==> src/rtl/sipo_framed_pkg.sv <==
// Shared helpers for the framed serial-in/parallel-out shifter: beat count,
// counter width and the lane/width legality check.
package sipo_pkg;

    function automatic int beats(input int bits, input int lanes);
        return bits / lanes;
    endfunction

    // Count must be able to hold 0..BEATS-1, but keep at least one bit for BEATS=1.
    function automatic int cnt_w(input int n_beats);
        return (n_beats < 1) ? 1 : $clog2(n_beats + 1);
    endfunction

    function automatic bit lanes_ok(input int bits, input int lanes);
        return (lanes >= 1) && (bits >= lanes) && ((bits % lanes) == 0);
    endfunction

endpackage

==> src/rtl/sipo_framed_if.sv <==
// Chunk input / word output bundle for sipo_framed. The design sits on the
// slave side; the chunk producer and word consumer share the master side.
interface sipo_framed_if #(
    parameter int BITS  = 8,
    parameter int LANES = 1,
    parameter int CW    = $clog2(BITS / LANES + 1)
);
    logic [LANES-1:0] in_serial;
    logic             in_valid;
    logic             in_sync;
    logic             in_ready;
    logic [BITS-1:0]  out_parallel;
    logic             out_valid;
    logic             out_overflow;
    logic [CW-1:0]    out_count;

    modport slave (
        input  in_serial, in_valid, in_sync, in_ready,
        output out_parallel, out_valid, out_overflow, out_count
    );

    modport master (
        output in_serial, in_valid, in_sync, in_ready,
        input  out_parallel, out_valid, out_overflow, out_count
    );
endinterface

==> src/rtl/sipo_framed_chunk_shift.sv <==
// Chunked shift register with enable and clear. word is the value the
// register takes at the next edge, so a completing beat can be captured directly.
module sipo_chunk_shift #(
    parameter int BITS        = 8,
    parameter int LANES       = 1,
    parameter bit SHIFT_RIGHT = 1'b1
) (
    input  logic             clk,
    input  logic             rst,
    input  logic             en,
    input  logic             clr,
    input  logic [LANES-1:0] din,
    output logic [BITS-1:0]  word
);
    logic [BITS-1:0] sreg;
    logic [BITS-1:0] base;
    logic [BITS-1:0] shifted;

    // Clear applies before the shift, so a chunk arriving with clr lands in a zeroed register.
    assign base = clr ? '0 : sreg;

    generate
        if (BITS == LANES) begin : g_whole
            assign shifted = din;
        end else if (SHIFT_RIGHT) begin : g_right
            assign shifted = {din, base[BITS-1:LANES]};
        end else begin : g_left
            assign shifted = {base[BITS-LANES-1:0], din};
        end
    endgenerate

    assign word = en ? shifted : base;

    always_ff @(posedge clk) begin
        if (rst) sreg <= '0;
        else     sreg <= word;
    end
endmodule

==> src/rtl/sipo_framed.sv <==
// Framed SIPO: shifts LANES bits per strobe, frames BITS-wide words by beat
// count and hands them out through a registered valid/ready with sticky overflow.
module sipo_framed
    import sipo_pkg::*;
#(
    parameter int BITS        = 8,
    parameter int LANES       = 1,
    parameter bit SHIFT_RIGHT = 1'b1
) (
    input  logic          in_clk,
    input  logic          in_rst,
    sipo_framed_if.slave  bus
);
    localparam int BEATS = beats(BITS, LANES);
    localparam int CW    = cnt_w(BEATS);

    generate
        if (!lanes_ok(BITS, LANES)) begin : g_bad_params
            $error("sipo_framed: BITS must be a non-zero multiple of LANES");
        end
    endgenerate

    logic [CW-1:0]   count;
    logic [CW-1:0]   cnt_base;
    logic [CW-1:0]   cnt_nxt;
    logic [BITS-1:0] word;
    logic            complete;
    logic            can_load;

    logic [BITS-1:0] par_q;
    logic            vld_q;
    logic            ovf_q;

    sipo_chunk_shift #(
        .BITS        (BITS),
        .LANES       (LANES),
        .SHIFT_RIGHT (SHIFT_RIGHT)
    ) u_shift (
        .clk  (in_clk),
        .rst  (in_rst),
        .en   (bus.in_valid),
        .clr  (bus.in_sync),
        .din  (bus.in_serial),
        .word (word)
    );

    // A sync restarts the frame, so the chunk arriving with it is beat 0.
    always_comb begin
        cnt_base = bus.in_sync ? '0 : count;
        complete = bus.in_valid && (cnt_base == CW'(BEATS - 1));
        cnt_nxt  = cnt_base;
        if (bus.in_valid)
            cnt_nxt = complete ? '0 : cnt_base + 1'b1;
    end

    // The holding register is free if empty or being drained this edge.
    assign can_load = !vld_q || bus.in_ready;

    always_ff @(posedge in_clk) begin
        if (in_rst) begin
            count <= '0;
            par_q <= '0;
            vld_q <= 1'b0;
            ovf_q <= 1'b0;
        end else begin
            count <= cnt_nxt;
            if (complete) begin
                if (can_load) begin
                    par_q <= word;
                    vld_q <= 1'b1;
                end else begin
                    ovf_q <= 1'b1;
                end
            end else if (vld_q && bus.in_ready) begin
                vld_q <= 1'b0;
            end
        end
    end

    assign bus.out_parallel = par_q;
    assign bus.out_valid    = vld_q;
    assign bus.out_overflow = ovf_q;
    assign bus.out_count    = count;
endmodule
==> src/flat_wrapper.sv <==
// flat-port wrapper written by rule: the top's interface ports become plain ports
module sipo_framed_flat import sipo_pkg::*;
#(
    parameter int BITS        = 8,
    parameter int LANES       = 1,
    parameter bit SHIFT_RIGHT = 1'b1
)
  (in_clk, in_rst, bus_in_serial, bus_in_valid, bus_in_sync, bus_in_ready, bus_out_parallel, bus_out_valid, bus_out_overflow, bus_out_count);
  sipo_framed_if #(.BITS(BITS), .LANES(LANES)) bus_i ();
  input  logic in_clk;
  input  logic in_rst;
  input wire logic [$bits(bus_i.in_serial)-1:0] bus_in_serial;
  input wire logic [$bits(bus_i.in_valid)-1:0] bus_in_valid;
  input wire logic [$bits(bus_i.in_sync)-1:0] bus_in_sync;
  input wire logic [$bits(bus_i.in_ready)-1:0] bus_in_ready;
  output wire logic [$bits(bus_i.out_parallel)-1:0] bus_out_parallel;
  output wire logic [$bits(bus_i.out_valid)-1:0] bus_out_valid;
  output wire logic [$bits(bus_i.out_overflow)-1:0] bus_out_overflow;
  output wire logic [$bits(bus_i.out_count)-1:0] bus_out_count;
  assign bus_i.in_serial = bus_in_serial;
  assign bus_i.in_valid = bus_in_valid;
  assign bus_i.in_sync = bus_in_sync;
  assign bus_i.in_ready = bus_in_ready;
  assign bus_out_parallel = bus_i.out_parallel;
  assign bus_out_valid = bus_i.out_valid;
  assign bus_out_overflow = bus_i.out_overflow;
  assign bus_out_count = bus_i.out_count;
  sipo_framed #(.BITS(BITS), .LANES(LANES), .SHIFT_RIGHT(SHIFT_RIGHT)) u_core (.in_clk(in_clk), .in_rst(in_rst), .bus(bus_i));
endmodule
==> config.mk <==
export PLATFORM = sky130hd
export DESIGN_NAME = sipo_framed_flat
export DESIGN_NICKNAME = d
export VERILOG_FILES = /design/src/rtl/sipo_framed_pkg.sv /design/src/rtl/sipo_framed_if.sv /design/src/rtl/sipo_framed_chunk_shift.sv /design/src/rtl/sipo_framed.sv /design/src/flat_wrapper.sv
export SDC_FILE = /design/constraint.sdc
export NUM_CORES = 1
export LEC_CHECK = 0
export ABC_AREA = 1
export CAP_MARGIN = 20
export CELL_PAD_IN_SITES_DETAIL_PLACEMENT = 1
export CELL_PAD_IN_SITES_GLOBAL_PLACEMENT = 1
export CORE_MARGIN = 2
export CORE_UTILIZATION = 41
export DETAILED_ROUTE_END_ITERATION = 8
export DONT_BUFFER_PORTS = 1
export HOLD_SLACK_MARGIN = 0.12
export PLACE_DENSITY_LB_ADDON = 0.1
export SLEW_MARGIN = 20
export SYNTH_ARGS = -nofsm -noshare
export SYNTH_HDL_FRONTEND = slang
export SYNTH_SLANG_ARGS = --single-unit
export TNS_END_PERCENT = 10
==> constraint.sdc <==
create_clock -name in_clk -period 1.8 [get_ports in_clk]
set_input_delay 0.18 -clock in_clk [delete_from_list [all_inputs] [get_ports in_clk]]
set_output_delay 0.18 -clock in_clk [all_outputs]
set_load 0.01 [all_outputs]
* Word level (Yosys, flattened, before mapping)
Index checks and enable logic that the tools add are counted.
** Operators by class
- Add/sub/neg operators :: 1
- Equal/unequal tests :: 2
- Mux-type cells :: 8
- Bitwise logic cells :: 1
- Reduce and logical (&&, ||, !) cells :: 8
** Operators by type and width (number)
- $mux W8 :: 2
- $mux W4 :: 3
- $reduce_and A2 Y1 :: 3
- $add A4 B1 Y4 const B :: 1
- $eq A4 B3 Y1 const B :: 1
- $mux W1 :: 3
- $logic_and A1 B1 Y1 :: 2
- $ne A2 B2 Y1 const B :: 1
- $reduce_bool A2 Y1 :: 1
- $logic_not A1 Y1 :: 1
- $logic_or A1 B1 Y1 :: 1
- $not A1 Y1 :: 1
** Word-level totals
- Bits in registers :: 22
- Input bits :: 6
- Output and inout bits :: 14
- Word-level logic and storage cells :: 25

* Depth between registers and ports, before layout
Gate-level depths: netlist of run 1.
- Depth after elaboration :: 5
- Depth in mapped cells :: 11
- Mapped depth without buffers :: 10

* Cells and area by module
Synthesis of run 1 repeated with hierarchy kept, for this count alone.
** Second synthesis, totals
- Cell total of the unflattened synthesis :: 152
- Area, all modules :: 1208.7 um^2
** Modules (own cells, without submodules)
- sipo_framed :: instances 1, cells an instance 107, area an instance 755.7 um^2, sequential area each 280.3 um^2
- sipo_chunk_shift :: instances 1, cells an instance 45, area an instance 452.9 um^2, sequential area each 160.2 um^2

* Least setup slack after synthesis of run 1
No wires, ideal clock.
- Kind :: flip-flop to flip-flop
- From :: register u_core.count[1] (netlist: u_core.bus.out_count[1])
- To :: register u_core.par_q[5] (netlist: u_core.bus.out_parallel[5])
- Library setup time :: 0.113 ns
- Arrival :: 1.282 ns
- Data required time :: 1.687 ns
- Path slack :: 0.405 ns
- Stages on the path, launching flop included :: 10
- Buffers on the path :: 1
- Clock period less this slack :: 1.395 ns
- Path through :: dfxtp_1 > inv_1 > nor2_1 > ha_1 > nand2_2 > nor2_4 > nand3_2 > buf_6 > nor2_1 > nor2_1
** Between the ends
- Word-level cells in the longest chain between the ends :: 4
** Ends and longest elaborated chain
- from (decl) :: line sipo_framed.sv:23 : logic [CW-1:0] count;
- from (signal assigned) :: line sipo_framed.sv:66 : count <= cnt_nxt;
- $mux W4 :: line sipo_framed.sv:49 : cnt_base = bus.in_sync ? '0 : count;
- $eq A4 B3 Y1 :: line sipo_framed.sv:50 : complete = bus.in_valid && (cnt_base == CW'(BEATS - 1));
- $logic_and A1 B1 Y1 :: line sipo_framed.sv:50
- $reduce_and A2 Y1 (no source line)
- to (signal assigned) :: line sipo_framed.sv:69 : par_q <= word;
- to (decl) :: line sipo_framed.sv:30 : logic [BITS-1:0] par_q;
Every way passes these cells.
A chain may end at the register's enable or synchronous reset.

* Worst setup path in the final report of run 1
Ends and elaborated chain as after synthesis.

==> results.sh, run 1 <==
export IMPL_drc=0
export IMPL_netlist_area_leader_share=0.451
export IMPL_drtAntennaViolNets=0
export IMPL_grt_pass1_vias=834
export IMPL_slowest_stage="dfxtp_1"
export IMPL_worst_pin_slew_ns=0.412
export IMPL_cp_data_arrival_time_ns=1.74
export IMPL_cts_made_buffers=3
export IMPL_synth_seq_cells=22
export IMPL_dieWidth_um=52.8
export IMPL_fin_crit_sh=0.846
export IMPL_max_stage_delay_ns=0.44
export IMPL_fin_util=0.489
export IMPL_fill_cells=302
export IMPL_ys_seq_area_frac=0.451
export IMPL_synth_area_per_cell_um2=6.68
export IMPL_maxSlewHeadroom=0.725
export IMPL_layout_commonest_cell="nand2_1"
export IMPL_coreArea_um2=2230
export IMPL_grt_pass1_wl_um=3550
export IMPL_cts_tree="built"
export IMPL_crit_required_ns=2.02
export IMPL_antenna_cells=0
export IMPL_antenna_found_initial=0
export IMPL_clk_latency_ns=0.31
export IMPL_rsz0062_at_grt="no"
export IMPL_cpMostUsedCell="nor2_1"
export IMPL_synth_top_area_cell="dfxtp_1"
export IMPL_grt_usage=0.179
export IMPL_busiest_layer="met2"
export IMPL_syn_nets=153
export IMPL_ir_drop_uv=377
export IMPL_grt_overflow=0
export IMPL_cp_cell_sequence="inv_1 > nor2_1 > ha_1 > nand2_2 > nor2_4 > nand3_4 > nor2_1 > nor2_1"
export IMPL_hold_viol_final=0
export IMPL_powerDensity_nw_per_um2=758
export IMPL_grt_max_degree=15
export IMPL_synth_cells=146
export IMPL_gr_usage_met3=0.0343
export IMPL_num_rows=17
export IMPL_skew_ns=0.00461
export IMPL_startpoint="u_core.bus.out_count[1]"
export IMPL_synth_cell_types=17
export IMPL_worst_setup_path_start_kind="register"
export IMPL_synth_area_leaders="dfxtp_1, nand2_1, nor2_1"
export IMPL_met1_usage=0.223
export IMPL_clkTransAtPathRegs_ns=0.12
export IMPL_vias=858
export IMPL_r2r_start="u_core.bus.out_count[1]"
export IMPL_port_buffers=0
export IMPL_finalWorstSetupSlack_ns=0.277
export IMPL_finalNetCount=160
export IMPL_netlist_area_um2=976
export IMPL_yosysWarnings=0
export IMPL_finalSetupTns_ns=0
export IMPL_htree_levels=1
export IMPL_report_final_slew_viol_count=0
export IMPL_p_total_mw=0.828
export IMPL_setup_viol=0
export IMPL_syn_to_final_growth_pct=11.9
export IMPL_status="completed"
export IMPL_drive_above_1_share=0.0592
export IMPL_dieArea_um2=2790
export IMPL_hp_start="bus_in_valid"
export IMPL_fin_crit_ns=1.52
export IMPL_power_leakage_nw=0.506
export IMPL_end_kind="register"
export IMPL_drt_vias_per_instance=4.77
export IMPL_postCtsSetupRepairBufs=0
export IMPL_dpl_hpwl_um=1490
export IMPL_drv_cap=0
export IMPL_num_io_pins=20
export IMPL_dr_pass1_iters=4
export IMPL_final_cell_mix="nand2_1, nor2_1, inv_1"
export IMPL_drt_wl_total_um=2190
export IMPL_cp_max_fo=14
export IMPL_met2_usage=0.290
export IMPL_start_util=0.437
export IMPL_cts_num_sinks=22
export IMPL_drtIter0Drc=5
export IMPL_place_ws_ns=0.170
export IMPL_hold_class="primary input to register"
export IMPL_clk_path_buf_depth=2
export IMPL_die_h_um=52.8
export IMPL_wire_per_inst_um=12.2
export IMPL_worstSetupPathType="register to register"
export IMPL_clockRootBuffer="clkbuf_4"
export IMPL_gp_congestion=0.709
export IMPL_fmax_ghz=0.657
-- layer usage --
| metal | routed length, um | vias to the layer above |
|---|---|---|
| met3 | 99 | 5 |
| met4 | 43 | 0 |
| met5 | 0 | - |
| li1 | - | 455 |
| met2 | 999 | 17 |
| met1 | 1040 | 381 |
-- area by class of cell --
cell class	instances	area (um2)	share of cell area
flip-flops and latches	22	440	0.403
multi-input cells	94	419	0.384
inverters	25	93.8	0.0859
repair buffers	7	67.6	0.0619
clock buffers	4	36.3	0.0332
well taps	28	35.0	0.0321
-- timing repair --
| item | 4_1_cts | 5_1_grt |
|---|---|---|
| resized for setup | 0 | 1 |
| hold endpoints to repair | 14 | 0 |
| hold buffers | 6 | 0 |
| setup endpoints to repair | 0 | 5 |
-- where the power goes --
part	switching, mW	total, mW	leakage [nW]	internal [mW]
combinational	0.0339	0.0536	0.306	0.0197
sequential	0.00537	0.500	0.178	0.494
clock	0.152	0.275	0.0210	0.124
-- flip-flops by register name, summed over array words and instances (netlist names) --
| signal | count |
|---|---|
| u_core.bus.out_parallel | 8 |
| u_core.bus.out_count | 4 |
| u_core.bus.out_overflow | 1 |
| u_core.bus.out_valid | 1 |
| u_core.u_shift.sreg | 8 |
-- final timing paths --
check             slack, ns  cells past startpoint                          to
hold / removal         0.12                      2      u_core.u_shift.sreg[0]
setup reg to reg       0.28                      8  u_core.bus.out_parallel[5]
hold reg to reg        0.51                      2     u_core.bus.out_overflow
setup / recovery       0.28                      8  u_core.bus.out_parallel[5]
-- worst max-delay path: cells and delay by family (launching register included) --
kind / cells / cell delay [ns]
AND/OR/NAND/NOR: 6 / 0.77
flip-flops: 1 / 0.44
adder cells (fa/ha/maj): 1 / 0.18
buffers and inverters: 1 / 0.06
-- kinds of logic (layout without fill, tap and decap cells) --
logic type	after synthesis	count (layout)	synth area share
simple gates	81	81	0.347
buf+inv	30	36	0.127
flops	22	22	0.451
compound gates	12	12	0.0615
fa+ha+maj	1	1	0.0128
-- stage by stage --
stage          area (um2)  hold WS (ns)  cells
2_1_floorplan         976         0.259    146
3_3_place_gp          988         0.252    170
3_5_place_dp          988         0.254    170
4_1_cts              1080         0.124    180
5_1_grt              1090         0.147    180
6_report             1090         0.120    180
-- cells in the mapped netlist (all sizes together) --
master  instances
nand4           2
nand2          36
nor2           31
o21ai           8
ha              1
nor3            4
inv            25
clkbuf          1
dfxtp          22
nand3           8
a21oi           4
buf             4
Power figures use the tool's default switching activity.
==> run 2: changes to the inputs <==
- clock period: 1.8 -> 1.6 ns (I/O delays scaled with it)
==> run 2 against run 1 <==
  * Critical path depth increased by 1
  * Clock skew increased by 0.0056 ns
  * Via count increased by 6.6%
  * Fmax increased by 2.6%
  * Sequential power increased by 12%
  * Largest cell class unchanged
  * Non-clock buffer count increased by 2
  * Flip-flop and latch count unchanged
==> results.sh, run 2 (synthesis results as in run 1) <==
export IMPL_finalSetupTns_ns=0
export IMPL_maxSlewHeadroom=0.680
export IMPL_max_stage_delay_ns=0.36
export IMPL_grt_overflow=0
export IMPL_seqPwrFrac=0.521
export IMPL_clk_latency_ns=0.32
export IMPL_rsz0062_at_grt="no"
export IMPL_clkTransAtPathRegs_ns=0.14
export IMPL_fin_crit_ns=1.48
export IMPL_rrSetupSlack_ns=0.12
export IMPL_finalNetCount=163
export IMPL_dieArea_um2=2790
export IMPL_hold_class="primary input to register"
export IMPL_hp_start="bus_in_valid"
export IMPL_critPathTopFamily="simple AND/OR/NAND/NOR gates"
export IMPL_p_clk_frac=0.413
export IMPL_cts_made_buffers=3
export IMPL_ir_drop_uv=485
export IMPL_die_h_um=52.8
export IMPL_slowest_stage="dfxtp_2"
export IMPL_drt_vias_per_instance=5.00
export IMPL_crit_required_ns=1.87
export IMPL_ff2ff_path_depth=9
export IMPL_final_cell_mix="nand2_1, nor2_1, inv_1"
export IMPL_num_io_pins=20
export IMPL_htree_levels=1
export IMPL_cp_max_fo=7
export IMPL_coreArea_um2=2230
export IMPL_multiInputGateArea_um2=434
export IMPL_combPwrFrac=0.067
export IMPL_dr_pass1_iters=5
export IMPL_cts_num_sinks=22
export IMPL_fmax_ghz=0.674
export IMPL_r2r_start="u_core.bus.out_count[1]"
export IMPL_end_kind="register"
export IMPL_p_int_mw=0.836
export IMPL_endpoint="u_core.bus.out_parallel[0]"
export IMPL_powerDensity_nw_per_um2=944
export IMPL_hold_viol_final=0
export IMPL_start_util=0.437
export IMPL_worst_pin_slew_ns=0.478
export IMPL_skew_ns=0.0102
export IMPL_grt_max_degree=15
export IMPL_drt_wl_total_um=2520
export IMPL_layout_commonest_cell="nand2_1"
export IMPL_fill_cells=306
export IMPL_p_sw_frac=0.223
export IMPL_cp_data_arrival_time_ns=1.75
export IMPL_cts_tree="built"
export IMPL_fin_area_um2=1140
export IMPL_regArea_um2=442
export IMPL_dieWidth_um=52.8
export IMPL_crit_cells=9
export IMPL_grt_pass1_wl_um=4040
export IMPL_grt_usage=0.198
export IMPL_switchingPower_mw=0.240
export IMPL_path_buf_inv=1
export IMPL_cp_cell_sequence="inv_1 > nor2_1 > ha_1 > nand2_2 > nor2_4 > nand3_2 > nand2_1 > nand2_1 > nor2_1"
export IMPL_drc=0
export IMPL_clockRootBuffer="clkbuf_4"
export IMPL_gp_congestion=0.688
export IMPL_worstSetupPathType="register to register"
export IMPL_syn_to_final_growth_pct=16.8
export IMPL_clk_path_buf_depth=2
export IMPL_drtIter0Drc=6
export IMPL_r2r_end="u_core.bus.out_parallel[0]"
export IMPL_power_leakage_nw=0.524
export IMPL_vias=915
export IMPL_port_buffers=0
export IMPL_grt_pass1_vias=879
export IMPL_num_rows=17
export IMPL_setup_viol=0
export IMPL_worst_setup_path_start_kind="register"
export IMPL_fin_crit_sh=0.927
export IMPL_startpoint="u_core.bus.out_count[1]"
export IMPL_status="completed"
export IMPL_report_final_slew_viol_count=0
export IMPL_fin_util=0.510
export IMPL_antenna_cells=0
export IMPL_drive_above_1_share=0.0903
export IMPL_antenna_found_initial=0
export IMPL_dpl_hpwl_um=1640
export IMPL_drv_cap=0
export IMPL_postCtsSetupRepairBufs=0
export IMPL_wire_per_inst_um=13.7
export IMPL_drtAntennaViolNets=0
export IMPL_placed_area_um2=1000
## run 2: changes by cell type in the layout (fill, tap and decap cells not counted)
cell	previous run	this run
buf_4	1	3
bufinv_16	0	1
clkbuf_8	1	0
dfxtp_1	22	21
dfxtp_2	0	1
nand3_2	0	1
nor3_1	4	3
nor3_2	0	1
## run 2: stage by stage
stage               worst slack [ns]  hold WS, ns  power (mW)  std cells
finish                         0.116        0.125        1.08        183
global route                  0.0147        0.162        1.11        183
CTS                           0.0888        0.123        1.08        182
detailed placement            0.0157        0.233       0.625        172
global placement               0.181        0.232       0.622        172
floorplan                      0.205        0.239       0.614        146
## run 2: what timing repair did
action | 4_1_cts | 5_1_grt
cloned | 0 | 1
resized for setup | 1 | 2
setup endpoints to repair | 1 | 7
hold buffers | 6 | 0
hold endpoints to repair | 14 | 0
pin swaps | 0 | 1
## run 2: how the worst min path moves through the flow
stage / to / slack (ns) / cells past startpoint
4_1_cts: u_core.bus.out_parallel[3] / 0.12 / 3
3_5_place_dp: u_core.bus.out_overflow / 0.23 / 1
2_1_floorplan: u_core.u_shift.sreg[0] / 0.24 / 1
3_3_place_gp: u_core.bus.out_overflow / 0.23 / 1
6_report: u_core.bus.out_parallel[3] / 0.13 / 3
5_1_grt: u_core.bus.out_count[1] / 0.16 / 3
## run 2: worst reg2reg max path: stages, from the launching register on
cell     delay [ns]
dfxtp_2        0.36
inv_1          0.05
nor2_1         0.14
ha_1           0.18
nand2_2        0.09
nor2_4         0.19
nand3_2        0.18
nand2_1        0.10
nand2_1        0.05
nor2_1         0.10
## run 2: layer usage
metal / track usage / wire [um] / vias up
li1: - / - / 463
met5: 0 / 0 / -
met3: 0.0286 / 96 / 2
met2: 0.319 / 1230 / 22
met4: 0.0513 / 14 / 0
met1: 0.275 / 1170 / 428
## run 2: area by class of cell
| cell class | instances | share of cell area |
|---|---|---|
| clock buffers | 3 | 0.0198 |
| clock inverters | 1 | 0.0263 |
| flip-flops and latches | 22 | 0.387 |
| well taps | 28 | 0.0307 |
| repair buffers | 9 | 0.0724 |
| inverters | 25 | 0.0823 |
| multi-input cells | 95 | 0.381 |
## run 2: power groups by stage
| stage | clock network (mW) | registers [mW] | logic (mW) |
|---|---|---|---|
| global route | 0.470 | 0.561 | 0.0801 |
| CTS | 0.448 | 0.560 | 0.0716 |
| global placement | 0 | 0.571 | 0.0505 |
| floorplan | 0 | 0.573 | 0.0408 |
| finish | 0.444 | 0.560 | 0.0719 |
| detailed placement | 0 | 0.572 | 0.0526 |
